**src/rtl/fpmul_unpack_pipe_if.sv**
```systemverilog
// Operand/result bundle for the FP multiply unpack stage.
// slave: the stage's view (operands in, results out). master: the producer/consumer view.
// Widths follow EXP_W/FRAC_W/TAG_W and must match the stage's parameters.
interface fpmul_unpack_pipe_if #(
    parameter int EXP_W  = 5,
    parameter int FRAC_W = 10,
    parameter int TAG_W  = 4
);
    localparam int W = 1 + EXP_W + FRAC_W;

    logic              in_valid;
    logic              in_ready;
    logic [W-1:0]      a_in;
    logic [W-1:0]      b_in;
    logic [TAG_W-1:0]  tag_in;
    logic              out_valid;
    logic              out_ready;
    logic              sign_out;
    logic [EXP_W+1:0]  exp_sum;
    logic [FRAC_W:0]   frac_a;
    logic [FRAC_W:0]   frac_b;
    logic              is_nan;
    logic              is_inf;
    logic              is_zero;
    logic [FRAC_W-1:0] nan_frac;
    logic [TAG_W-1:0]  tag_out;

    modport slave (
        input  in_valid, a_in, b_in, tag_in, out_ready,
        output in_ready, out_valid, sign_out, exp_sum, frac_a, frac_b,
               is_nan, is_inf, is_zero, nan_frac, tag_out
    );

    modport master (
        output in_valid, a_in, b_in, tag_in, out_ready,
        input  in_ready, out_valid, sign_out, exp_sum, frac_a, frac_b,
               is_nan, is_inf, is_zero, nan_frac, tag_out
    );
endinterface

```
**src/rtl/fpmul_unpack_pipe.sv**
```systemverilog
// Unpack/pre-multiply stage: sign, biased exponent sum, hidden-bit significands, special flags.
// Latency 1 cycle; full throughput via output register plus one skid register.
// in_ready = !skid_valid (registered only); optional macro FPMUL_UNPACK_FTZ_EN flushes denormal operands to zero.
module fpmul_unpack_pipe #(
    parameter int EXP_W  = 5,
    parameter int FRAC_W = 10,
    parameter int TAG_W  = 4
) (
    input  logic               clk,
    input  logic               rst,
    fpmul_unpack_pipe_if.slave bus
);
    localparam int W    = 1 + EXP_W + FRAC_W;
    localparam int BIAS = (1 << (EXP_W - 1)) - 1;
    localparam logic [EXP_W+1:0] BIAS_X = (EXP_W + 2)'(BIAS);

    typedef struct packed {
        logic              sign;
        logic [EXP_W+1:0]  exp_sum;
        logic [FRAC_W:0]   frac_a;
        logic [FRAC_W:0]   frac_b;
        logic              is_nan;
        logic              is_inf;
        logic              is_zero;
        logic [FRAC_W-1:0] nan_frac;
        logic [TAG_W-1:0]  tag;
    } res_t;

    // Field split
    logic              sa, sb;
    logic [EXP_W-1:0]  ea, eb, eff_a, eff_b;
    logic [FRAC_W-1:0] fa_raw, fb_raw, fa, fb;
    logic              inf_a, inf_b, nan_a, nan_b, zero_a, zero_b;
    logic              nan_r, inf_r;

    assign sa     = bus.a_in[W-1];
    assign sb     = bus.b_in[W-1];
    assign ea     = bus.a_in[W-2:FRAC_W];
    assign eb     = bus.b_in[W-2:FRAC_W];
    assign fa_raw = bus.a_in[FRAC_W-1:0];
    assign fb_raw = bus.b_in[FRAC_W-1:0];

`ifdef FPMUL_UNPACK_FTZ_EN
    // Denormals lose their fraction so they decode as signed zeros.
    assign fa = (ea == '0) ? '0 : fa_raw;
    assign fb = (eb == '0) ? '0 : fb_raw;
`else
    assign fa = fa_raw;
    assign fb = fb_raw;
`endif

    // Denormals (and zeros) use exponent 1 so the sum stays continuous.
    assign eff_a  = (ea == '0) ? EXP_W'(1) : ea;
    assign eff_b  = (eb == '0) ? EXP_W'(1) : eb;
    assign inf_a  = (&ea) & ~(|fa);
    assign inf_b  = (&eb) & ~(|fb);
    assign nan_a  = (&ea) & (|fa);
    assign nan_b  = (&eb) & (|fb);
    assign zero_a = ~(|ea) & ~(|fa);
    assign zero_b = ~(|eb) & ~(|fb);
    assign nan_r  = nan_a | nan_b | (inf_a & zero_b) | (zero_a & inf_b);
    assign inf_r  = ~nan_r & (inf_a | inf_b);

    res_t nxt, out_q, skid_q;
    logic out_vld, skid_vld;
    logic in_xfer, out_xfer;

    // Build the result for the operands currently presented.
    always_comb begin
        nxt          = '0;
        nxt.sign     = sa ^ sb;
        // Two extra bits: one for the carry of the sum, one for the sign after removing the bias.
        nxt.exp_sum  = {2'b00, eff_a} + {2'b00, eff_b} - BIAS_X;
        nxt.frac_a   = {|ea, fa};
        nxt.frac_b   = {|eb, fb};
        nxt.is_nan   = nan_r;
        nxt.is_inf   = inf_r;
        nxt.is_zero  = ~nan_r & ~inf_r & (zero_a | zero_b);
        nxt.tag      = bus.tag_in;
        if (nan_a)
            nxt.nan_frac = {1'b1, fa[FRAC_W-2:0]};
        else if (nan_b)
            nxt.nan_frac = {1'b1, fb[FRAC_W-2:0]};
        else if (nan_r)
            nxt.nan_frac = {1'b1, {(FRAC_W-1){1'b0}}};
    end

    assign bus.in_ready = ~skid_vld;
    assign in_xfer      = bus.in_valid & ~skid_vld;
    assign out_xfer     = out_vld & bus.out_ready;

    // Output register: refilled from skid first, else from the new input, when empty or being taken.
    always_ff @(posedge clk) begin
        if (rst) begin
            out_vld <= 1'b0;
            out_q   <= '0;
        end else if (out_xfer || !out_vld) begin
            if (skid_vld) begin
                out_vld <= 1'b1;
                out_q   <= skid_q;
            end else if (in_xfer) begin
                out_vld <= 1'b1;
                out_q   <= nxt;
            end else begin
                out_vld <= 1'b0;
            end
        end
    end

    // Skid register: catches an accepted input while the output register is held; drains into it.
    always_ff @(posedge clk) begin
        if (rst) begin
            skid_vld <= 1'b0;
            skid_q   <= '0;
        end else if (out_xfer || !out_vld) begin
            skid_vld <= 1'b0;
        end else if (in_xfer) begin
            skid_vld <= 1'b1;
            skid_q   <= nxt;
        end
    end

    assign bus.out_valid = out_vld;
    assign bus.sign_out  = out_q.sign;
    assign bus.exp_sum   = out_q.exp_sum;
    assign bus.frac_a    = out_q.frac_a;
    assign bus.frac_b    = out_q.frac_b;
    assign bus.is_nan    = out_q.is_nan;
    assign bus.is_inf    = out_q.is_inf;
    assign bus.is_zero   = out_q.is_zero;
    assign bus.nan_frac  = out_q.nan_frac;
    assign bus.tag_out   = out_q.tag;
endmodule

```
**src/flat_wrapper.sv**
```systemverilog
// flat-port wrapper written by rule: the top's interface ports become plain ports
module fpmul_unpack_pipe_flat 
#(
    parameter int EXP_W  = 5,
    parameter int FRAC_W = 10,
    parameter int TAG_W  = 4
)
  (clk, rst, bus_in_valid, bus_a_in, bus_b_in, bus_tag_in, bus_out_ready, bus_in_ready, bus_out_valid, bus_sign_out, bus_exp_sum, bus_frac_a, bus_frac_b, bus_is_nan, bus_is_inf, bus_is_zero, bus_nan_frac, bus_tag_out);
  fpmul_unpack_pipe_if #(.EXP_W(EXP_W), .FRAC_W(FRAC_W), .TAG_W(TAG_W)) bus_i ();
  input  logic clk;
  input  logic rst;
  input wire logic [$bits(bus_i.in_valid)-1:0] bus_in_valid;
  input wire logic [$bits(bus_i.a_in)-1:0] bus_a_in;
  input wire logic [$bits(bus_i.b_in)-1:0] bus_b_in;
  input wire logic [$bits(bus_i.tag_in)-1:0] bus_tag_in;
  input wire logic [$bits(bus_i.out_ready)-1:0] bus_out_ready;
  output wire logic [$bits(bus_i.in_ready)-1:0] bus_in_ready;
  output wire logic [$bits(bus_i.out_valid)-1:0] bus_out_valid;
  output wire logic [$bits(bus_i.sign_out)-1:0] bus_sign_out;
  output wire logic [$bits(bus_i.exp_sum)-1:0] bus_exp_sum;
  output wire logic [$bits(bus_i.frac_a)-1:0] bus_frac_a;
  output wire logic [$bits(bus_i.frac_b)-1:0] bus_frac_b;
  output wire logic [$bits(bus_i.is_nan)-1:0] bus_is_nan;
  output wire logic [$bits(bus_i.is_inf)-1:0] bus_is_inf;
  output wire logic [$bits(bus_i.is_zero)-1:0] bus_is_zero;
  output wire logic [$bits(bus_i.nan_frac)-1:0] bus_nan_frac;
  output wire logic [$bits(bus_i.tag_out)-1:0] bus_tag_out;
  assign bus_i.in_valid = bus_in_valid;
  assign bus_i.a_in = bus_a_in;
  assign bus_i.b_in = bus_b_in;
  assign bus_i.tag_in = bus_tag_in;
  assign bus_i.out_ready = bus_out_ready;
  assign bus_in_ready = bus_i.in_ready;
  assign bus_out_valid = bus_i.out_valid;
  assign bus_sign_out = bus_i.sign_out;
  assign bus_exp_sum = bus_i.exp_sum;
  assign bus_frac_a = bus_i.frac_a;
  assign bus_frac_b = bus_i.frac_b;
  assign bus_is_nan = bus_i.is_nan;
  assign bus_is_inf = bus_i.is_inf;
  assign bus_is_zero = bus_i.is_zero;
  assign bus_nan_frac = bus_i.nan_frac;
  assign bus_tag_out = bus_i.tag_out;
  fpmul_unpack_pipe #(.EXP_W(EXP_W), .FRAC_W(FRAC_W), .TAG_W(TAG_W)) u_core (.clk(clk), .rst(rst), .bus(bus_i));
endmodule
```
**config.mk**
```make
export PLATFORM = sky130hd
export DESIGN_NAME = fpmul_unpack_pipe_flat
export DESIGN_NICKNAME = d
export VERILOG_FILES = /design/src/rtl/fpmul_unpack_pipe_if.sv /design/src/rtl/fpmul_unpack_pipe.sv /design/src/flat_wrapper.sv
export SDC_FILE = /design/constraint.sdc
export NUM_CORES = 1
export LEC_CHECK = 0
export CORE_MARGIN = 8
export CORE_UTILIZATION = 51
export DETAILED_ROUTE_END_ITERATION = 12
export GPL_TIMING_DRIVEN = 0
export PLACE_DENSITY = 0.87
export SYNTH_ARGS = -nofsm -noshare
export SYNTH_HDL_FRONTEND = slang
export SYNTH_SLANG_ARGS = --single-unit
```
**constraint.sdc**
```tcl
create_clock -name clk -period 3.45 [get_ports clk]
set_input_delay 0.5175 -clock clk [delete_from_list [all_inputs] [get_ports clk]]
set_output_delay 0.5175 -clock clk [all_outputs]
set_load 0.03 [all_outputs]
```
==> results of run 1 <==
==> final timing paths <==
path	start	to	slack, ps	cells past startpoint
max	bus_b_in[12]	u_core.skid_q[45]	140	11
min	u_core.skid_q[23]	u_core.skid_q[23]	460	2
max reg2reg	u_core.skid_vld	u_core.bus.frac_b[9]	1170	6
min reg2reg	u_core.skid_q[23]	u_core.skid_q[23]	460	2
==> cells by family after synthesis <==
| group | share of synthesized area |
|---|---|
| DFF | 0.441 |
| muxes | 0.0598 |
| xor gates and xnor gates | 0.0101 |
| buffers and inverters | 0.0451 |
| AOI/OAI and AO/OA | 0.217 |
| and+or+nand+nor | 0.205 |
| adders and majority gates | 0.0218 |
==> worst min-delay path: cells and delay by family, from the launching register on <==
family	cells	cell delay [ps]
flip-flops	1	320
AO/OA/AOI/OAI	1	50
AND/OR/NAND/NOR	1	50
==> what timing repair did <==
| action | 4_1_cts | 5_1_grt |
|---|---|---|
| endpoints found under the setup margin | 0 | 1 |
| hold buffers | 0 | 0 |
| resized for setup | 0 | 1 |
==> power by group through the flow <==
stage	registers, mW	clock network [mW]	logic, mW
after floorplan	1.30	0	0.206
after global placement	1.22	0	0.488
after detailed placement	1.22	0	0.499
after CTS	1.20	0.755	0.502
after global routing	1.20	0.803	0.543
final	1.20	0.758	0.508
==> per-stage QoR <==
step                cell area, um^2   util  setup TNS, ps  setup WS [ps]
floorplan                      4350      -              0            534
global placement               5370  0.650           -495           -158
detailed placement             5370  0.650           -659           -191
CTS                            5570  0.674              0            176
global route                   5570  0.675              0           57.7
finish                         5570  0.675              0            141
==> cell usage in the layout (no fill, tap or decap), drive strengths merged, types with 8 or more instances in the layout <==
cell,Yosys,layout
nand2,79,79
a21oi,54,54
dfxtp,96,96
nand3,20,20
a211oi,35,35
o21ai,23,23
buf,8,8
nor3,15,15
clkdlybuf4s50,0,88
clkbuf,40,49
nor2,49,49
mux2i,26,26
==> routing by layer <==
metal	vias up	global-route usage	share of wire
met5	-	0	0
met4	0	0.103	0.027
met3	34	0.0452	0.097
met2	249	0.386	0.48
met1	2054	0.266	0.40
li1	2072	-	-
==> layout make-up <==
type                    instances  share of cell area
multi-input cells             379               0.402
clock inverters                 7              0.0137
repair buffers                 88               0.158
plain buffers                  48              0.0332
inverters                       3             0.00202
clock buffers                   9              0.0222
flip-flops and latches         96               0.345
well taps                     105              0.0236
==> flip-flops by register name (all words and copies together) (netlist names) <==
name                  flops
u_core.skid_q            47
u_core.bus.frac_a        11
u_core.bus.frac_b        11
u_core.bus.nan_frac      10
u_core.bus.exp_sum        7
u_core.bus.tag_out        4
u_core.bus.is_inf         1
u_core.bus.is_nan         1
u_core.bus.is_zero        1
u_core.bus.out_valid      1
u_core.bus.sign_out       1
u_core.skid_vld           1
==> flow_summary_export.csv, run 1 <==
group,metric,value,unit
status,status,"finished, final reports clean",
cells_and_area,instances_no_fill,735,
setup_path,cp_max_fo,5,
global_routing,antenna_found_initial,0,
cells_and_area,syn_to_final_growth,28.0,%
power_and_ir_drop,power_density,442,nW/um^2
cells_and_area,nFillCells,673,
sta,finalClockSkew,9.04,ps
routing,wl,13.4,mm
power_and_ir_drop,vdd_drop_max,0.249,mV
setup_path,crit_type,"input pin to flip-flop",
sta,fin_crit_sh,0.959,
global_routing,grt_use_total,0.226,
job,cap_violations,0,
setup_path,end_kind,"flip-flop",
synth,ys_async_sr_fraction,0,
clock_tree,cts_max_level,3,
global_routing,grt-ovfl-total,0,
global_routing,grt_max_degree,18,
setup_path,critPathBufInv,1,
power_and_ir_drop,clkPwrFrac,0.308,
cells_and_area,layout.nets,672,
placed_design,io_buffer_count,88,
clock_tree,cts_buffers,9,
cells_and_area,drive_gt1_frac,0.0492,
synth,netlist_area,4350,um^2
clock_tree,cts.path.max_buffers,2,
synth,syn-num-nets,573,
setup_path,worstPathRequired,3750,ps
clock_tree,insertion_delay,360,ps
sta,fmax,302,MHz
clock_tree,postCtsSetupRepairBufs,0,
power_and_ir_drop,total_power,2.46,mW
cells_and_area,multi_input_area,2240,um^2
clock_tree,clockRootBuffer,"clkbuf_8",
power_and_ir_drop,p_int,1.71,mW
clock_tree,clk_pin_slew,100,ps
synth,synthCells,526,
die,pin_count,89,
die,dieHeight,108,um
sta,finalHoldViolCount,0,
synth,synth-seq-cells,96,
sta,slew_headroom,0.454,
setup_path,crit_chain,"clkdlybuf4s50_1 > or4_1 > nor2_1 > or2_2 > ha_1 > fa_1 > ha_1 > nand2_1 > nor3_1 > or4_1 > a21oi_1",
sta,period_minus_slack,3310,ps
synth,ys.warnings.count,0,
routing,drt_pre_antenna_iters,6,
die,fp-row-count,33,
routing,drt-wirelength-per-cell,18.2,um
cells_and_area,antenna_cells,0,
routing,vias_per_cell,6.00,
die,dieArea,11800,um^2
placed_design,dp.cells,719,
power_and_ir_drop,p_sw_frac,0.304,
sta,drv_slew,0,
synth,yosysUniqueCellTypes,53,
placed_design,dp_hpwl,9.98,mm
clock_tree,cts_tree,"done",
cells_and_area,regArea,1920,um^2
placed_design,routabilityCongestion,0.912,
die,die_w,108,um
hold_path,hp-class,"flip-flop to flip-flop",
setup_path,crit_family,"simple AND/OR/NAND/NOR gates",
synth,yosysMostFrequentCell,"dfxtp_1",
synth,ys_seq_area_frac,0.441,
sta,whs,460,ps
power_and_ir_drop,p_sw,750,uW
synth,yosys-top-cells-count,"dfxtp_1, nand2_1, a21oi_1, nor2_1, clkbuf_1",
sta,tightestPinTransition,820,ps
clock_tree,clkSinkCount,96,
synth,synth.top_cells.by_area,"dfxtp_1, nand2_1, a21oi_1",
routing,dr_total_vias,4409,
global_routing,grt_pass1_wl,21.2,mm
setup_path,crit_arrival,3610,ps
setup_path,start_kind,"input pin",
routing,drt_iter0_markers,376,
power_and_ir_drop,pwr-share-seq,0.486,
routing,drc_errors,0,
power_and_ir_drop,combPwrFrac,0.206,
routing,ant_nets,0,
synth,synthFlopType,"dfxtp_1",
synth,synth_edf_count,0,
setup_path,slowest_stage,"or4_1",
power_and_ir_drop,p_leak,1.91,nW
synth,syn-mean-instance-area,8.28,um^2
sta,grt_setup_unrepaired,"false",
setup_path,max_stage_delay,520,ps
die,start_util,0.527,
synth,yosysTopAreaCell,"dfxtp_1",
sta,setup_viol,0,
synth,synth_top_cell_area_share,0.441,
global_routing,first_global_vias,4366,
die,core,8260,um^2
Note: power is estimated with default switching activity, not from simulation.
==> run 2, diff against run 1 <==
- CAP_MARGIN: unset -> 20
- HOLD_SLACK_MARGIN: unset -> 0.1
==> results of run 2 <==
Same layout as run 1: the final DEF is identical, and so are final timing and power.
==> run 3, diff against run 2 <==
==> constraint.sdc (replaced) <==
create_clock -name clk -period 3.1 [get_ports clk]
set_input_delay 0.465 -clock clk [delete_from_list [all_inputs] [get_ports clk]]
set_output_delay 0.465 -clock clk [all_outputs]
set_load 0.01 [all_outputs]
==> run 3 against run 2 <==
  * Flip-flop and latch count unchanged
  * Global-route usage about the same
  * Sequential power up 11%
  * Count of clock-buffer cells in the layout unchanged
  * Critical path depth unchanged
  * Setup slack worse by 88 ps
  * Highest routed layer unchanged
  * Sequential share of layout area down 0.19 points
  * Cell count up 0.14%
  * Largest power group unchanged
  * First-iteration DRC count up 11%
  * Total power up 8.6%
==> flow_summary_export.csv, run 3 (synthesized netlist as in run 1, its figures left out) <==
group,metric,value,unit
status,status,"finished, final reports clean",
cells_and_area,multi_input_area,2260,um^2
cells_and_area,drive_gt1_frac,0.0571,
sta,setup_viol,0,
setup_path,end_kind,"flip-flop",
global_routing,antenna_found_initial,0,
power_and_ir_drop,p_leak,1.92,nW
sta,period_minus_slack,3050,ps
hold_path,hp-class,"flip-flop to flip-flop",
routing,vias_per_cell,6.00,
die,dieHeight,108,um
clock_tree,cts_tree,"done",
placed_design,dp_hpwl,9.98,mm
clock_tree,cts_max_level,3,
placed_design,io_buffer_count,88,
die,pin_count,89,
sta,finalHoldViolCount,0,
die,dieArea,11800,um^2
clock_tree,postCtsHoldBufs,0,
power_and_ir_drop,power_density,477,nW/um^2
cells_and_area,regArea,1920,um^2
routing,dr_total_vias,4417,
sta,drv_slew,0,
routing,drt-wirelength-per-cell,18.2,um
cells_and_area,final_cell_mix,"dfxtp_1, clkdlybuf4s50_1, nand2_1",
cells_and_area,mostFrequentLayoutCell,"dfxtp_1",
cells_and_area,layout.nets,673,
job,cap_violations,0,
cells_and_area,antenna_cells,0,
die,start_util,0.527,
cells_and_area,fin_util,0.679,
global_routing,grt_pass1_wl,21.2,mm
sta,fin_crit_sh,0.983,
clock_tree,clk_pin_slew,100,ps
routing,ant_nets,0,
clock_tree,cts_buffers,9,
routing,wl,13.4,mm
setup_path,cp-startpoint,"bus_b_in[12]",
sta,fin_ws,52.0,ps
hold_path,min_from,"u_core.skid_q[23]",
global_routing,grt_max_degree,18,
clock_tree,cts.path.max_buffers,2,
cells_and_area,largest_reg_flops,47,
die,fp-row-count,33,
routing,drc_errors,0,
sta,tightestPinTransition,832,ps
clock_tree,insertion_delay,360,ps
global_routing,first_global_vias,4365,
setup_path,crit_arrival,3350,ps
routing,drt_pre_antenna_iters,5,
clock_tree,clkSinkCount,96,
sta,finalClockSkew,7.86,ps
setup_path,worstPathRequired,3400,ps
global_routing,grt-ovfl-total,0,
sta,fmax,328,MHz
routing,drt_iter0_markers,417,
setup_path,cp_max_fo,3,
cells_and_area,nFillCells,671,
power_and_ir_drop,vdd_drop_max,0.275,mV
die,die_w,108,um
setup_path,r2r-start,"u_core.skid_vld",
global_routing,grt_use_total,0.225,
sta,slew_headroom,0.445,
setup_path,start_kind,"input pin",
clock_tree,clockRootBuffer,"clkbuf_8",
cells_and_area,syn_to_final_growth,28.7,%
power_and_ir_drop,total_power,2.68,mW
placed_design,pre_cts_slack,-489,ps
placed_design,routabilityCongestion,0.912,
setup_path,crit_type,"input pin to flip-flop",
cells_and_area,top_register,"u_core.skid_q",
die,core,8260,um^2
## run 3: cell count changes in the layout (fill, tap and decap cells not counted), sizes merged
| cell | change |
|---|---|
| buf | +1 |
| clkdlybuf4s50 | -1 |
| dlymetal6s2s | +1 |
## run 3: layout make-up
type                            count  share of cell area
Buffer                             48              0.0330
Tap cell                          105              0.0234
Multi-Input combinational cell    379               0.404
Clock inverter                      7              0.0136
Timing Repair Buffer               89               0.159
Clock buffer                        9              0.0221
Sequential cell                    96               0.343
Inverter                            3             0.00201
## run 3: stage by stage
step                TNS (ps)  area, um^2  hold slack, ps  instances
finish                     0        5610             460        736
global route           -58.1        5610             478        736
CTS                        0        5580             460        736
detailed placement     -3580        5370             448        719
global placement       -3290        5370             442        719
floorplan                  0        4350             436        526
## run 3: routing by layer
layer | track usage | up-vias | share of wire | wire, um
met5 | 0 | - | 0 | 0
met4 | 0.103 | 0 | 0.026 | 344
met3 | 0.0452 | 37 | 0.10 | 1340
met2 | 0.386 | 240 | 0.48 | 6460
met1 | 0.266 | 2071 | 0.39 | 5260
li1 | - | 2069 | - | -
## run 3: final timing paths
kind / end / slack (ps) / cells after the start
worst max-delay path: u_core.skid_q[45] / 50 / 11
worst min-delay path: u_core.skid_q[23] / 460 / 2
worst max register to register: u_core.bus.exp_sum[3] / 800 / 6
worst min register to register: u_core.skid_q[23] / 460 / 2
## run 3: power by group
part           switching [mW]  internal, mW
Sequential             0.0337          1.30
Combinational           0.270         0.230
Clock                   0.463         0.380
Total                   0.767          1.91
## run 3: repair_timing
| action | CTS | global route |
|---|---|---|
| resized for setup | 2 | 5 |
| hold endpoints to repair | 0 | 0 |
| setup endpoints to repair | 4 | 5 |
| pin swaps | 1 | 1 |
| buffers inserted | 1 | 0 |
## run 3: critical path, stage by stage
cell	delay, ps
clkdlybuf4s50_1	450
or4_4	560
nor2_4	120
or2_2	120
ha_2	200
fa_1	440
ha_1	230
nand2_1	70
nor3_1	70
or4_1	490
a21oi_1	130
